### src/rtl/fp_sp_pkg.sv
// Shared IEEE-754 single-precision field layout, integer limits and converter states.
package fp_sp_pkg;

    localparam int SIGN_BIT = 31;
    localparam int EXP_MSB  = 30;
    localparam int EXP_LSB  = 23;
    localparam int FRAC_W   = 23;

    localparam logic [7:0] EXP_BIAS    = 8'd127;
    localparam logic [7:0] EXP_SPECIAL = 8'hFF;

    localparam logic [31:0] INT32_MAX = 32'h7FFF_FFFF;
    localparam logic [31:0] INT32_MIN = 32'h8000_0000;

    typedef enum logic [1:0] {IDLE, ALIGN, ROUND, DONE} state_t;

endpackage

### src/rtl/fp_sp_to_int32_if.sv
// Valid/ready request and response bundle of the float-to-int32 converter.
interface fp_sp_to_int32_if;

    logic        in_valid;
    logic        in_ready;
    logic [31:0] in_data;
    logic        round_mode;
    logic        out_valid;
    logic        out_ready;
    logic [31:0] out_data;
    logic        out_invalid;
    logic        out_inexact;

    modport master (
        output in_valid, in_data, round_mode, out_ready,
        input  in_ready, out_valid, out_data, out_invalid, out_inexact
    );

    modport slave (
        input  in_valid, in_data, round_mode, out_ready,
        output in_ready, out_valid, out_data, out_invalid, out_inexact
    );

endinterface

### src/rtl/fp_sp_unpack.sv
// Combinational single-precision decoder: fields, class flags and the
// alignment shift that brings the mantissa binary point onto bit 0.
module fp_sp_unpack
    import fp_sp_pkg::*;
(
    input  logic               [31:0] data,
    output logic                      sign,
    output logic               [23:0] m,
    output logic signed         [9:0] e,
    output logic                      is_nan,
    output logic                      is_inf,
    output logic                      is_zero,
    output logic                      shl,
    output logic                [4:0] s
);

    logic [7:0]        expf;
    logic [FRAC_W-1:0] frac;

    assign expf = data[EXP_MSB:EXP_LSB];
    assign frac = data[FRAC_W-1:0];

    // Decode; the shift is only nonzero where the integer part fits the datapath.
    always_comb begin
        sign    = data[SIGN_BIT];
        m       = (expf == 8'd0) ? 24'd0 : {1'b1, frac};
        e       = $signed({2'b00, expf}) - $signed({2'b00, EXP_BIAS});
        is_nan  = (expf == EXP_SPECIAL) && (frac != '0);
        is_inf  = (expf == EXP_SPECIAL) && (frac == '0);
        is_zero = (expf == 8'd0) && (frac == '0);
        shl     = 1'b0;
        s       = 5'd0;
        if (expf != EXP_SPECIAL) begin
            if (e >= 10'sd0 && e <= 10'sd23) begin
                s = 5'(10'sd23 - e);
            end else if (e >= 10'sd24 && e <= 10'sd30) begin
                shl = 1'b1;
                s   = 5'(e - 10'sd23);
            end
        end
    end

endmodule

### src/rtl/fp_sp_to_int32.sv
// Iterative single-precision to int32 converter. The mantissa is aligned STEP
// bits per cycle, then rounded/saturated once and held until the consumer takes it.
module fp_sp_to_int32
    import fp_sp_pkg::*;
#(
    parameter int STEP = 8
) (
    input  logic              clk,
    input  logic              reset,
    fp_sp_to_int32_if.slave   bus
);

    localparam logic [4:0] STEP_S = 5'(STEP);

    // Decoded view of the incoming operand, only consumed on the accept cycle.
    logic               u_sign, u_nan, u_inf, u_zero, u_shl;
    logic        [23:0] u_m;
    logic signed  [9:0] u_e;
    logic         [4:0] u_s;

    fp_sp_unpack u_unpack (
        .data    (bus.in_data),
        .sign    (u_sign),
        .m       (u_m),
        .e       (u_e),
        .is_nan  (u_nan),
        .is_inf  (u_inf),
        .is_zero (u_zero),
        .shl     (u_shl),
        .s       (u_s)
    );

    state_t             state;
    logic               sign_q, rm_q, shl_q, special_q, nan_q, zero_q, frac_nz_q;
    logic               guard_q, sticky_q;
    logic signed  [9:0] e_q;
    logic         [4:0] s_q;
    logic        [31:0] mag_q;

    logic               in_ready_q, out_valid_q, out_invalid_q, out_inexact_q;
    logic        [31:0] out_data_q;

    // One alignment step: distance, shifted mantissa and the bits that fall off.
    logic        [4:0] k, k_m1;
    logic       [31:0] mag_sh;
    logic              guard_n, sticky_n;

    always_comb begin
        k        = (s_q > STEP_S) ? STEP_S : s_q;
        k_m1     = k - 5'd1;
        guard_n  = |(mag_q & (32'd1 << k_m1));
        sticky_n = sticky_q | guard_q | (|(mag_q & ((32'd1 << k_m1) - 32'd1)));
        mag_sh   = shl_q ? (mag_q << k) : (mag_q >> k);
    end

    // Final result: specials and out-of-range saturate, tiny values round to 0/1,
    // in-range values take the round-to-nearest-even increment, then apply sign.
    logic [31:0] mag_rnd, res;
    logic        res_inv, res_inx;

    always_comb begin
        mag_rnd = mag_q;
        res     = 32'd0;
        res_inv = 1'b0;
        res_inx = 1'b0;
        if (special_q) begin
            res_inv = 1'b1;
            res     = (nan_q || !sign_q) ? INT32_MAX : INT32_MIN;
        end else if (e_q >= 10'sd31) begin
            if (sign_q && e_q == 10'sd31 && !frac_nz_q) begin
                res = INT32_MIN;
            end else begin
                res_inv = 1'b1;
                res     = sign_q ? INT32_MIN : INT32_MAX;
            end
        end else begin
            if (e_q < 10'sd0) begin
                mag_rnd = (rm_q && e_q == -10'sd1 && frac_nz_q) ? 32'd1 : 32'd0;
                res_inx = !zero_q;
            end else if (!shl_q) begin
                mag_rnd = mag_q + {31'd0, rm_q & guard_q & (sticky_q | mag_q[0])};
                res_inx = guard_q | sticky_q;
            end
            res = sign_q ? (~mag_rnd + 32'd1) : mag_rnd;
        end
    end

    // Control FSM and datapath registers; all handshake outputs are registered.
    always_ff @(posedge clk or negedge reset) begin
        if (!reset) begin
            state         <= IDLE;
            sign_q        <= 1'b0;
            rm_q          <= 1'b0;
            shl_q         <= 1'b0;
            special_q     <= 1'b0;
            nan_q         <= 1'b0;
            zero_q        <= 1'b0;
            frac_nz_q     <= 1'b0;
            guard_q       <= 1'b0;
            sticky_q      <= 1'b0;
            e_q           <= '0;
            s_q           <= '0;
            mag_q         <= '0;
            in_ready_q    <= 1'b1;
            out_valid_q   <= 1'b0;
            out_data_q    <= '0;
            out_invalid_q <= 1'b0;
            out_inexact_q <= 1'b0;
        end else begin
            case (state)
                IDLE: begin
                    if (bus.in_valid) begin
                        sign_q     <= u_sign;
                        rm_q       <= bus.round_mode;
                        shl_q      <= u_shl;
                        special_q  <= u_nan | u_inf;
                        nan_q      <= u_nan;
                        zero_q     <= u_zero;
                        frac_nz_q  <= (bus.in_data[FRAC_W-1:0] != '0);
                        guard_q    <= 1'b0;
                        sticky_q   <= 1'b0;
                        e_q        <= u_e;
                        s_q        <= u_s;
                        mag_q      <= {8'd0, u_m};
                        in_ready_q <= 1'b0;
                        state      <= (u_s != 5'd0) ? ALIGN : ROUND;
                    end
                end
                ALIGN: begin
                    mag_q <= mag_sh;
                    s_q   <= s_q - k;
                    if (!shl_q) begin
                        guard_q  <= guard_n;
                        sticky_q <= sticky_n;
                    end
                    if (s_q == k) state <= ROUND;
                end
                ROUND: begin
                    out_data_q    <= res;
                    out_invalid_q <= res_inv;
                    out_inexact_q <= res_inx;
                    out_valid_q   <= 1'b1;
                    state         <= DONE;
                end
                DONE: begin
                    if (bus.out_ready) begin
                        out_valid_q <= 1'b0;
                        in_ready_q  <= 1'b1;
                        state       <= IDLE;
                    end
                end
                default: state <= IDLE;
            endcase
        end
    end

    assign bus.in_ready    = in_ready_q;
    assign bus.out_valid   = out_valid_q;
    assign bus.out_data    = out_data_q;
    assign bus.out_invalid = out_invalid_q;
    assign bus.out_inexact = out_inexact_q;

endmodule

### src/flat_wrapper.sv
// flat-port wrapper written by rule: the top's interface ports become plain ports
module fp_sp_to_int32_flat import fp_sp_pkg::*;
#(
    parameter int STEP = 8
)
  (clk, reset, bus_in_valid, bus_in_data, bus_round_mode, bus_out_ready, bus_in_ready, bus_out_valid, bus_out_data, bus_out_invalid, bus_out_inexact);
  fp_sp_to_int32_if bus_i ();
  input  logic clk;
  input  logic reset;
  input wire logic [$bits(bus_i.in_valid)-1:0] bus_in_valid;
  input wire logic [$bits(bus_i.in_data)-1:0] bus_in_data;
  input wire logic [$bits(bus_i.round_mode)-1:0] bus_round_mode;
  input wire logic [$bits(bus_i.out_ready)-1:0] bus_out_ready;
  output wire logic [$bits(bus_i.in_ready)-1:0] bus_in_ready;
  output wire logic [$bits(bus_i.out_valid)-1:0] bus_out_valid;
  output wire logic [$bits(bus_i.out_data)-1:0] bus_out_data;
  output wire logic [$bits(bus_i.out_invalid)-1:0] bus_out_invalid;
  output wire logic [$bits(bus_i.out_inexact)-1:0] bus_out_inexact;
  assign bus_i.in_valid = bus_in_valid;
  assign bus_i.in_data = bus_in_data;
  assign bus_i.round_mode = bus_round_mode;
  assign bus_i.out_ready = bus_out_ready;
  assign bus_in_ready = bus_i.in_ready;
  assign bus_out_valid = bus_i.out_valid;
  assign bus_out_data = bus_i.out_data;
  assign bus_out_invalid = bus_i.out_invalid;
  assign bus_out_inexact = bus_i.out_inexact;
  fp_sp_to_int32 #(.STEP(STEP)) u_core (.clk(clk), .reset(reset), .bus(bus_i));
endmodule
### config.mk
export PLATFORM = sky130hd
export DESIGN_NAME = fp_sp_to_int32_flat
export DESIGN_NICKNAME = d
export VERILOG_FILES = /design/src/rtl/fp_sp_pkg.sv /design/src/rtl/fp_sp_to_int32_if.sv /design/src/rtl/fp_sp_unpack.sv /design/src/rtl/fp_sp_to_int32.sv /design/src/flat_wrapper.sv
export SDC_FILE = /design/constraint.sdc
export NUM_CORES = 1
export LEC_CHECK = 0
export CAP_MARGIN = 10
export CORE_AREA = 10 10 157 159
export CTS_CLUSTER_DIAMETER = 30
export CTS_CLUSTER_SIZE = 24
export DETAILED_ROUTE_END_ITERATION = 8
export DIE_AREA = 0 0 167 169
export PLACE_DENSITY = 0.65
export SLEW_MARGIN = 20
export SYNTH_ARGS = -nofsm -noshare
export SYNTH_HDL_FRONTEND = slang
export SYNTH_HIERARCHICAL = 1
export SYNTH_SLANG_ARGS = --single-unit
### constraint.sdc
create_clock -name clk -period 4.37 [get_ports clk]
set_clock_uncertainty 0.2 [all_clocks]
set_input_delay 0.437 -clock clk [delete_from_list [all_inputs] [get_ports clk]]
set_output_delay 0.437 -clock clk [all_outputs]
set_load 0.1 [all_outputs]
==> results.md, run 1 <==
- Critical-path top delay cell: or3_1
- Unique masters post-synth: 88
- Placed cells: 1605
- Critical register-to-register path endpoint: u_core/bus.out_data[23]
- Crit start category: flip-flop
- Synth warn: 6
- Post-Syn Area per Cell: 7.41 µm²
- Crit-path max FO: 11
- Root buffer cell: clkbuf_16
- Core Util, Final: 0.516
- Die Ht: 169 µm
- CP endpoint: u_core/bus.out_data[23]
- Vias in the first global route: 9970
- WP depth: 12
- Synth Flop Type: dfrtp_1
- Number of port buffers: 72
- Min-Delay Path Class: in -> async
- Drt pass-1 iters: 6
- Cell area after synthesis: 9940 µm²
- DR vias: 10600
- Static Leak: 0.00427 µW
- Worst setup EP type: flip-flop
- Width of the die: 167 µm
- Final Instance Area: 11100 µm²
- Vias/cell: 6.55
- Most frequent cell after synthesis: nand2_1
- FF-to-FF Start: u_core/mag_q[0]
- CP top delay family: simple AND/OR/NAND/NOR gates
- CP Launch Point: u_core/mag_q[0]
- Gpl congestion: 0.969
- Crit-path cells: o211a_1 > ha_1 > ha_1 > nand4b_1 > nor4_2 > mux2_2 > a211oi_2 > nand3_2 > or3_1 > o311a_1 > mux2i_1 > o221ai_1
- Global-route wire length before repair: 56.5 mm
- Largest net degree at the start of global routing: 65
- Max-cap violations: 0
- WP data required: 4370 ps
- Fraction of registers with async set/reset: 1.00
- Area after DPL: 10800 µm²
- DR iter-0 viols: 1303
- CP Data Arrival Time: 4040 ps
- Outcome: finished with violations
- Worst relative slew slack: 0.312
- Num CTS Buffers: 9
- Crit share post-route: 0.924
- Clock Sinks: 94
- Min Hold Slack: -8.72 ps
- DP HPWL: 26.0 mm
- Area Overhead vs Synth: 12.0%
- Peak VDD IR: 0.290 mV
- Count of pins over their slew limit: 0
- Top cell type's share of synthesized area: 0.234
- Worst path bufs/invs: 0
- # H-tree levels: 3
- Least-Margin Pin Slew: 1030 ps
- CP Class: reg -> reg
- Gr ovfl total: 0
- Fin. Hold Viols: 8
- Core box area: 21600 µm²
- Worst path max stage delay: 520 ps
- Total track usage: 0.242
- Setup TNS: 0 ps
- Antenna cells: 0
- Worst-path clk slew: 80 ps
- Drt total wl: 35.8 mm
- Drt wl/cell: 22.1 µm
- Post-synth EDFFs: 0
- RSZ-0062 raised after global routing: false
- Endpoints failing setup: 0
- Synth cell count leaders: nand2_1 (129), nor2_1 (128), o21ai_0 (117)
- Post-Syn Nets: 1390
- CTS tree: built
- Failing checks: negative hold slack
- Crit path top cell by count: ha_1
- Final min period: 4040 ps
- Seq/Total Area, Yosys: 0.237
- Number of I/O pins: 73
- Antenna viol nets, final: 0
- PwrDens: 874 nW/µm²
- Dominant cells by area after synthesis: dfrtp_1 (23%), mux2i_1 (9.3%), o21ai_0 (5.9%), nand2_1 (4.9%), nor2_1 (4.8%)
- Initial core utilization: 0.461
- Rows: 54
- Flop2flop setup slack: 330 ps
- Remaining DRCs: 0
- #FFs+latches synth: 94
- Nets@finish: 1386
- Leading area contributor after synthesis: dfrtp_1
- Postcts setup bufs: 0
- Hold bufs inserted after CTS: 0
- Post-Layout Cell Count: 1621
- Peak Freq: 248 MHz
- Layout cells sized above 1: 0.0977
- Mapped Cells: 1340
- Full die area: 28200 µm²
- Clk buf depth: 2
- Reg2reg path depth: 12
- Clock Latency Late Sink: 360 ps
- Antenna violations before repair: 0
-- repair_timing --
action                                 4_1_cts  5_1_grt
setup endpoints to repair                    0        1
resized for setup                            0        1
endpoints found under the hold margin        0        0
-- cell usage in the layout (no fill, tap or decap), types with 24 or more instances in the layout --
master           count
nor4_1              32
inv_1               31
clkdlybuf4s50_1     71
dfrtp_1             92
and2_1              31
buf_4               42
mux2_2              26
o21ai_0            116
nor3_1              45
a221oi_1            24
xnor2_1             28
nand2_1            128
nor2_1             128
mux2i_1             92
nand3_1             39
a21oi_1             77
-- registers in the layout, indices dropped and copies added (netlist names), 2 cells and up --
name / flops
u_core/mag_q: 32
u_core/e_q: 10
u_core/state: 2
u_core/bus.out_data: 32
u_core/s_q: 5
-- worst min-delay path by stage --
| stage | endpoint | slack, ps | cells after the start |
|---|---|---|---|
| floorplan | u_core/bus.out_data[0] | -60 | 0 |
| global placement | u_core/bus.out_data[20] | 260 | 1 |
| global route | u_core/bus.out_data[20] | 60 | 1 |
| detailed placement | u_core/bus.out_data[5] | 270 | 1 |
| CTS | u_core/bus.out_data[26] | 30 | 1 |
| finish | u_core/bus.out_data[26] | -9 | 1 |
-- where the power goes --
part	leakage (µW)	switching (µW)	internal [µW]
Clock	0.000143	406	400
Combinational	0.00303	4820	2250
Sequential	0.00110	575	1280
-- stage by stage --
step,power (µW),hold slack (ps),worst slack (ps)
after floorplan,6830,-58.6,539
after global placement,8660,262,392
after detailed placement,8750,267,280
after CTS,9580,34.1,251
after global routing,10300,60.8,109
final,9730,-8.72,332
-- per-layer routing --
metal	wire (µm)	share of wire	track usage
met1	15400	0.43	0.325
met2	16100	0.45	0.380
met3	3210	0.090	0.0403
met4	1110	0.031	0.0897
met5	0	0	0
-- final cells by class --
cell class / instances / area (µm²)
inverter: 34 / 128
clock inverter: 7 / 63.8
multi-input combinational: 1083 / 6960
clock buffer: 9 / 225
tap: 280 / 350
timing repair buffer: 114 / 1050
fill: 2120 / 10400
sequential: 94 / 2350
-- cell families after synthesis --
kind of cell | synth area share
xor gates and xnor gates | 0.0379
AOI/OAI and AO/OA | 0.263
and+or+nand+nor | 0.259
muxes | 0.122
other | 0.000377
DFF | 0.237
adders and majority gates | 0.0164
buffers and inverters | 0.0641
Note: power is estimated with default switching activity, not from simulation.
==> run 2, diff against run 1 <==
--- a/config.mk
+++ b/config.mk
@@ -6,12 +6,13 @@
 export NUM_CORES = 1
 export LEC_CHECK = 0
 export CAP_MARGIN = 10
-export CORE_AREA = 10 10 157 159
+export CORE_AREA = 10 10 146 148
 export CTS_CLUSTER_DIAMETER = 30
 export CTS_CLUSTER_SIZE = 24
 export DETAILED_ROUTE_END_ITERATION = 8
-export DIE_AREA = 0 0 167 169
-export PLACE_DENSITY = 0.65
+export DIE_AREA = 0 0 156 158
+export PLACE_DENSITY = 0.75
+export RECOVER_POWER = 100
 export SLEW_MARGIN = 20
 export SYNTH_ARGS = -nofsm -noshare
 export SYNTH_HDL_FRONTEND = slang
==> results.md, run 2 (same netlist as run 1, synthesis figures left out) <==
- Largest net degree at the start of global routing: 66 (+1.5%)
- Crit start category: flip-flop
- DR iter-0 viols: 1513 (+16%)
- Gr ovfl total: 0 (unchanged)
- Count of pins over their slew limit: 97 (+97)
- Clk buf depth: 2 (unchanged)
- CP endpoint: u_core/bus.out_data[23]
- Post-CTS sizing: 0 (unchanged)
- Peak VDD IR: 0.352 mV (+21%)
- Number of port buffers: 72 (unchanged)
- DP HPWL: 25.9 mm (about the same)
- Postcts setup bufs: 0 (unchanged)
- Vias in the first global route: 10300 (+3.6%)
- Outcome: finished with violations
- Crit share post-route: 0.959 (+0.0353)
- Met1 GRT Util: 0.369 (+0.0437)
- Peak Freq: 239 MHz (-3.7%)
- Full die area: 24600 µm² (-13%)
- Endpoints failing setup: 0 (unchanged)
- CP Launch Point: u_core/mag_q[0]
- Setup TNS: 0 ps (unchanged)
- Core box area: 18500 µm² (-14%)
- GR peak layer: met2
- CP Data Arrival Time: 4210 ps (+170 ps)
- Antenna viol nets, final: 0 (unchanged)
- Gpl congestion: 1.04 (+7.4%)
- Min-Delay Path Class: reg -> reg
- Worst setup EP type: flip-flop
- Antenna cells: 0 (unchanged)
- M3 GR Usage: 0.0697 (+0.0294)
- Hold bufs inserted after CTS: 0 (unchanged)
- Min Hold Slack: 272 ps (+281 ps)
- Die Ht: 158 µm (-6.5%)
- Root buffer cell: clkbuf_16
- # H-tree levels: 3 (unchanged)
- Worst-path clk slew: 70 ps (about the same)
- Width of the die: 156 µm (-6.6%)
- Remaining DRCs: 0 (unchanged)
- Fin. Hold Viols: 0 (-8)
- Nets@finish: 1393 (+0.51%)
- Max-cap violations: 2 (+2)
- Vias/cell: 6.86 (+4.7%)
- Initial core utilization: 0.538 (+0.0774)
- PwrDens: 875 nW/µm² (about the same)
- Layout cells sized above 1: 0.0912 (-0.00644)
- Crit-path max FO: 11 (unchanged)
- CP Class: reg -> reg
- Drt total wl: 35.7 mm (-0.38%)
- Commonest non-fill, non-tap cells in the layout: nor2_1 (128), nand2_1 (128), o21ai_0 (119)
- Drt wl/cell: 22.6 µm (+2.1%)
- Clock Sinks: 94 (unchanged)
- Global-route wire length before repair: 56.8 mm (+0.40%)
- Worst relative slew slack: -0.173 (-0.485)
- Clock Latency Late Sink: 370 ps (about the same)
- FF-to-FF Start: u_core/mag_q[0]
- Area Overhead vs Synth: 11.3%
- Flop2flop setup slack: 180 ps (-150 ps)
- Failing checks: max-capacitance violations, max-slew violations
- WP data required: 4390 ps (+20 ps)
- Least-Margin Pin Slew: 1760 ps (+727 ps)
- RSZ-0062 raised after global routing: false
- Num CTS Buffers: 9 (unchanged)
- Reg2reg path depth: 12 (unchanged)
- Antenna violations before repair: 0 (unchanged)
- Number of I/O pins: 73 (unchanged)
- Total track usage: 0.285 (+0.0432)
- Critical register-to-register path endpoint: u_core/bus.out_data[23]
- Met2 GRT Util: 0.440 (+0.0601)
- CTS tree: built
- Static Leak: 0.00428 µW (+0.27%)
- DR vias: 10800 (+2.1%)
- Rows: 50 (-7.4%)
- Final min period: 4190 ps (+154 ps)
- Drt pass-1 iters: 7 (+1)
-- run 2: changes by cell type in the layout (fill, tap and decap cells not counted), moves of 4 or more --
| cell | previous run | this run |
|---|---|---|
| clkdlybuf4s50_1 | 71 | 34 |
| dlygate4sd3_1 | 0 | 37 |
| and2_0 | 0 | 4 |
| and2_1 | 31 | 27 |
| clkbuf_1 | 0 | 8 |
-- run 2: cell type report --
cell class,instances,area [µm²]
multi-input cells,1083,6950
flip-flops and latches,94,2350
repair buffers,121,1050
fillers,1710,7400
well taps,234,293
inverters,34,128
clock buffers,10,229
clock inverters,6,53.8
-- run 2: worst min path at each step --
stage,startpoint,end,depth (start not counted)
floorplan,reset,u_core/bus.out_data[0],0
finish,u_core/bus.out_data[24],u_core/bus.out_data[24],1
CTS,reset,u_core/bus.out_data[20],1
global placement,u_core/bus.out_data[24],u_core/bus.out_data[24],1
global route,u_core/bus.out_data[6],u_core/bus.out_data[6],1
detailed placement,u_core/bus.out_data[10],u_core/bus.out_data[10],1
-- run 2: power by group --
| part | switching (µW) | internal [µW] | total, µW | leakage (µW) |
|---|---|---|---|---|
| sequential | 537 | 1280 | 1820 | 0.00110 |
| combinational | 4870 | 2190 | 7060 | 0.00304 |
| clock | 398 | 397 | 795 | 0.000136 |
-- run 2: critical path: stages, from the launching register on --
cell	delay, ps
dfrtp_1	610
o211a_1	240
ha_1	210
ha_1	240
nand4b_1	170
nor4_2	300
mux2_1	410
a211oi_2	300
nand3_2	210
or3_1	520
o311a_1	380
mux2i_1	130
o221ai_1	110
-- run 2: metal layers --
layer | wire length (µm) | up-vias | part of all wire
li1 | - | 4930 | -
met3 | 3810 | 130 | 0.11
met2 | 15800 | 685 | 0.44
met5 | 0 | - | 0
met4 | 1490 | 0 | 0.042
met1 | 14600 | 5101 | 0.41
-- run 2: per-stage QoR --
stage | std cells | power, µW | setup WS (ps) | instance area (µm²) | util
final | 1582 | 9670 | 178 | 11100 | 0.599
after global routing | 1582 | 10300 | 0.116 | 11100 | 0.599
after CTS | 1582 | 9580 | 278 | 11100 | 0.602
after detailed placement | 1566 | 8770 | 316 | 10800 | 0.586
after global placement | 1566 | 8680 | 462 | 10800 | 0.586
after floorplan | 1340 | 6830 | 539 | 9940 | -
==> run 3, diff against run 2 <==
--- a/config.mk
+++ b/config.mk
@@ -11,6 +11,7 @@
 export CTS_CLUSTER_SIZE = 24
 export DETAILED_ROUTE_END_ITERATION = 8
 export DIE_AREA = 0 0 156 158
+export GPL_TIMING_DRIVEN = 0
 export PLACE_DENSITY = 0.75
 export RECOVER_POWER = 100
 export SLEW_MARGIN = 20
==> results.md, run 3 (same netlist as run 1, synthesis figures left out) <==
- Outcome: finished with violations
- Failing checks: design-rule violations, max-capacitance violations, max-slew violations
- Max-cap violations: 1 (-1)
- Clock Latency Late Sink: 370 ps (about the same)
- Clock Sinks: 94 (unchanged)
- Design Power: 10600 µW (+9.8%)
- Critical-path top delay cell: or3_1
- WP data required: 4390 ps (about the same)
- CP top delay family: compound AO/OA/AOI/OAI gates
- Worst path bufs/invs: 3 (+3)
- Core Util, Final: 0.616 (+0.0171)
- Gr ovfl total: 0 (unchanged)
- Die Ht: 158 µm (unchanged)
- Min-Delay Path Class: in -> reg
- Fillers: 1668 (-2.5%)
- Largest net degree at the start of global routing: 61 (-7.6%)
- Peak Freq: 233 MHz (-2.3%)
- Endpoints failing setup: 0 (unchanged)
- Worst-path clk slew: 80 ps (about the same)
- Antenna violations before repair: 0 (unchanged)
- # H-tree levels: 3 (unchanged)
- Total track usage: 0.373 (+0.0886)
- Antenna cells: 0 (unchanged)
- Initial core utilization: 0.538 (unchanged)
- DP HPWL: 35.5 mm (+37%)
- Vias/cell: 7.24 (+5.5%)
- Flop2flop setup slack: 80 ps (-100 ps)
- Crit path top cell by count: ha_1
- Global-route wire length before repair: 70.3 mm (+24%)
- Number of port buffers: 70 (-2.8%)
- Number of I/O pins: 73 (unchanged)
- Crit-path cells: clkbuf_4 > o211a_1 > ha_1 > ha_1 > nand4b_1 > buf_4 > o21ai_0 > nand4_1 > a211oi_4 > nand3_4 > or3_1 > buf_2 > o311a_1 > mux2i_4 > o221ai_1
- Core box area: 18500 µm² (unchanged)
- Placed cells: 1645 (+5.0%)
- Layout cells sized above 1: 0.0812 (-0.0101)
- Vias in the first global route: 11400 (+11%)
- Min Hold Slack: 109 ps (-163 ps)
- Area Overhead vs Synth: 14.5%
- CP Data Arrival Time: 4320 ps (+110 ps)
- Worst setup EP type: flip-flop
- Drt total wl: 47.2 mm (+32%)
- Reg2reg path depth: 15 (+3)
- Count of pins over their slew limit: 35 (-64%)
- RSZ-0062 raised after global routing: true
- CTS tree: built
- Reg area: 2350 µm² (unchanged)
- Clk buf depth: 2 (unchanged)
- Crit-path max FO: 10 (-1)
- Hold Crit Depth: 2 (+1)
- Crit share post-route: 0.982 (+0.0231)
- WP depth: 15 (+3)
- Most common cell after layout, fill and taps aside: nand2_1
- Area of the multi-input gates: 7040 µm² (+1.3%)
- Static Leak: 0.00431 µW (+0.66%)
- Gpl congestion: 1.07 (+3.2%)
- Commonest non-fill, non-tap cells in the layout: nand2_1 (129), nor2_1 (126), o21ai_0 (117)
- Antenna viol nets, final: 0 (unchanged)
- Nets@finish: 1474 (+5.8%)
- DR iter-0 viols: 1836 (+21%)
- Num CTS Buffers: 9 (unchanged)
- Worst relative slew slack: -0.587 (-0.414)
- Least-Margin Pin Slew: 2380 ps (+621 ps)
- Peak VDD IR: 0.340 mV (-3.4%)
- Root buffer cell: clkbuf_16
- Drt pass-1 iters: 9 (+2)
- Remaining DRCs: 1 (+1)
- DR vias: 12000 (+11%)
- CP Class: reg -> reg
- Full die area: 24600 µm² (unchanged)
- Fin. Hold Viols: 0 (unchanged)
- Crit start category: flip-flop
- Final min period: 4290 ps (+101 ps)
- Drt wl/cell: 28.4 µm (+26%)
- Worst path max stage delay: 400 ps (-210 ps)
- Rows: 50 (unchanged)
- Width of the die: 156 µm (unchanged)
- PwrDens: 934 nW/µm² (+6.7%)
- Post-Layout Cell Count: 1663 (+5.1%)
## run 3: path summary, 6_finish.rpt
path,startpoint,endpoint
max,u_core/mag_q[0],u_core/bus.out_data[23]
min,bus_in_data[31],u_core/sign_q
max reg2reg,u_core/mag_q[0],u_core/bus.out_data[23]
min reg2reg,u_core/bus.out_data[16],u_core/bus.out_data[16]
max in group asynchronous,reset,u_core/e_q[2]
min in group asynchronous,reset,u_core/mag_q[24]
## run 3: metal layers
layer  routed length, µm  track usage
met1               16900        0.447
met2               20000        0.570
met3                6160       0.0966
met4                4100        0.273
met5                  69       0.0108
## run 3: per-stage QoR
stage               setup WS [ps]  cell area [µm²]  TNS [ps]
floorplan                     539             9940         0
global placement            -1020            10900    -95420
detailed placement           -382            11000     -2030
CTS                          1.24            11300         0
global route                -63.3            11400     -66.1
finish                       76.9            11400         0
## run 3: report_power, final
group / internal [µW] / total [µW] / switching (µW)
sequential: 1290 / 1630 / 340
combinational: 2230 / 8140 / 5910
clock: 408 / 856 / 447
total: 3930 / 10600 / 6690
## run 3: area by class of cell
| class | count | area share |
|---|---|---|
| Tap cell | 234 | 0.0257 |
| Multi-Input combinational cell | 1083 | 0.619 |
| Inverter | 34 | 0.0112 |
| Buffer | 128 | 0.0449 |
| Timing Repair Buffer | 74 | 0.0657 |
| Clock inverter | 7 | 0.00704 |
| Sequential cell | 94 | 0.207 |
| Clock buffer | 9 | 0.0198 |
## run 3: what timing repair did
| action | in CTS | in global routing |
|---|---|---|
| buffers inserted | 1 | 1 |
| resized for setup | 6 | 16 |
| pin swaps | 3 | 4 |
| endpoints found under the setup margin | 9 | 13 |
| endpoints found under the hold margin | 34 | 0 |
| hold buffers | 1 | 0 |
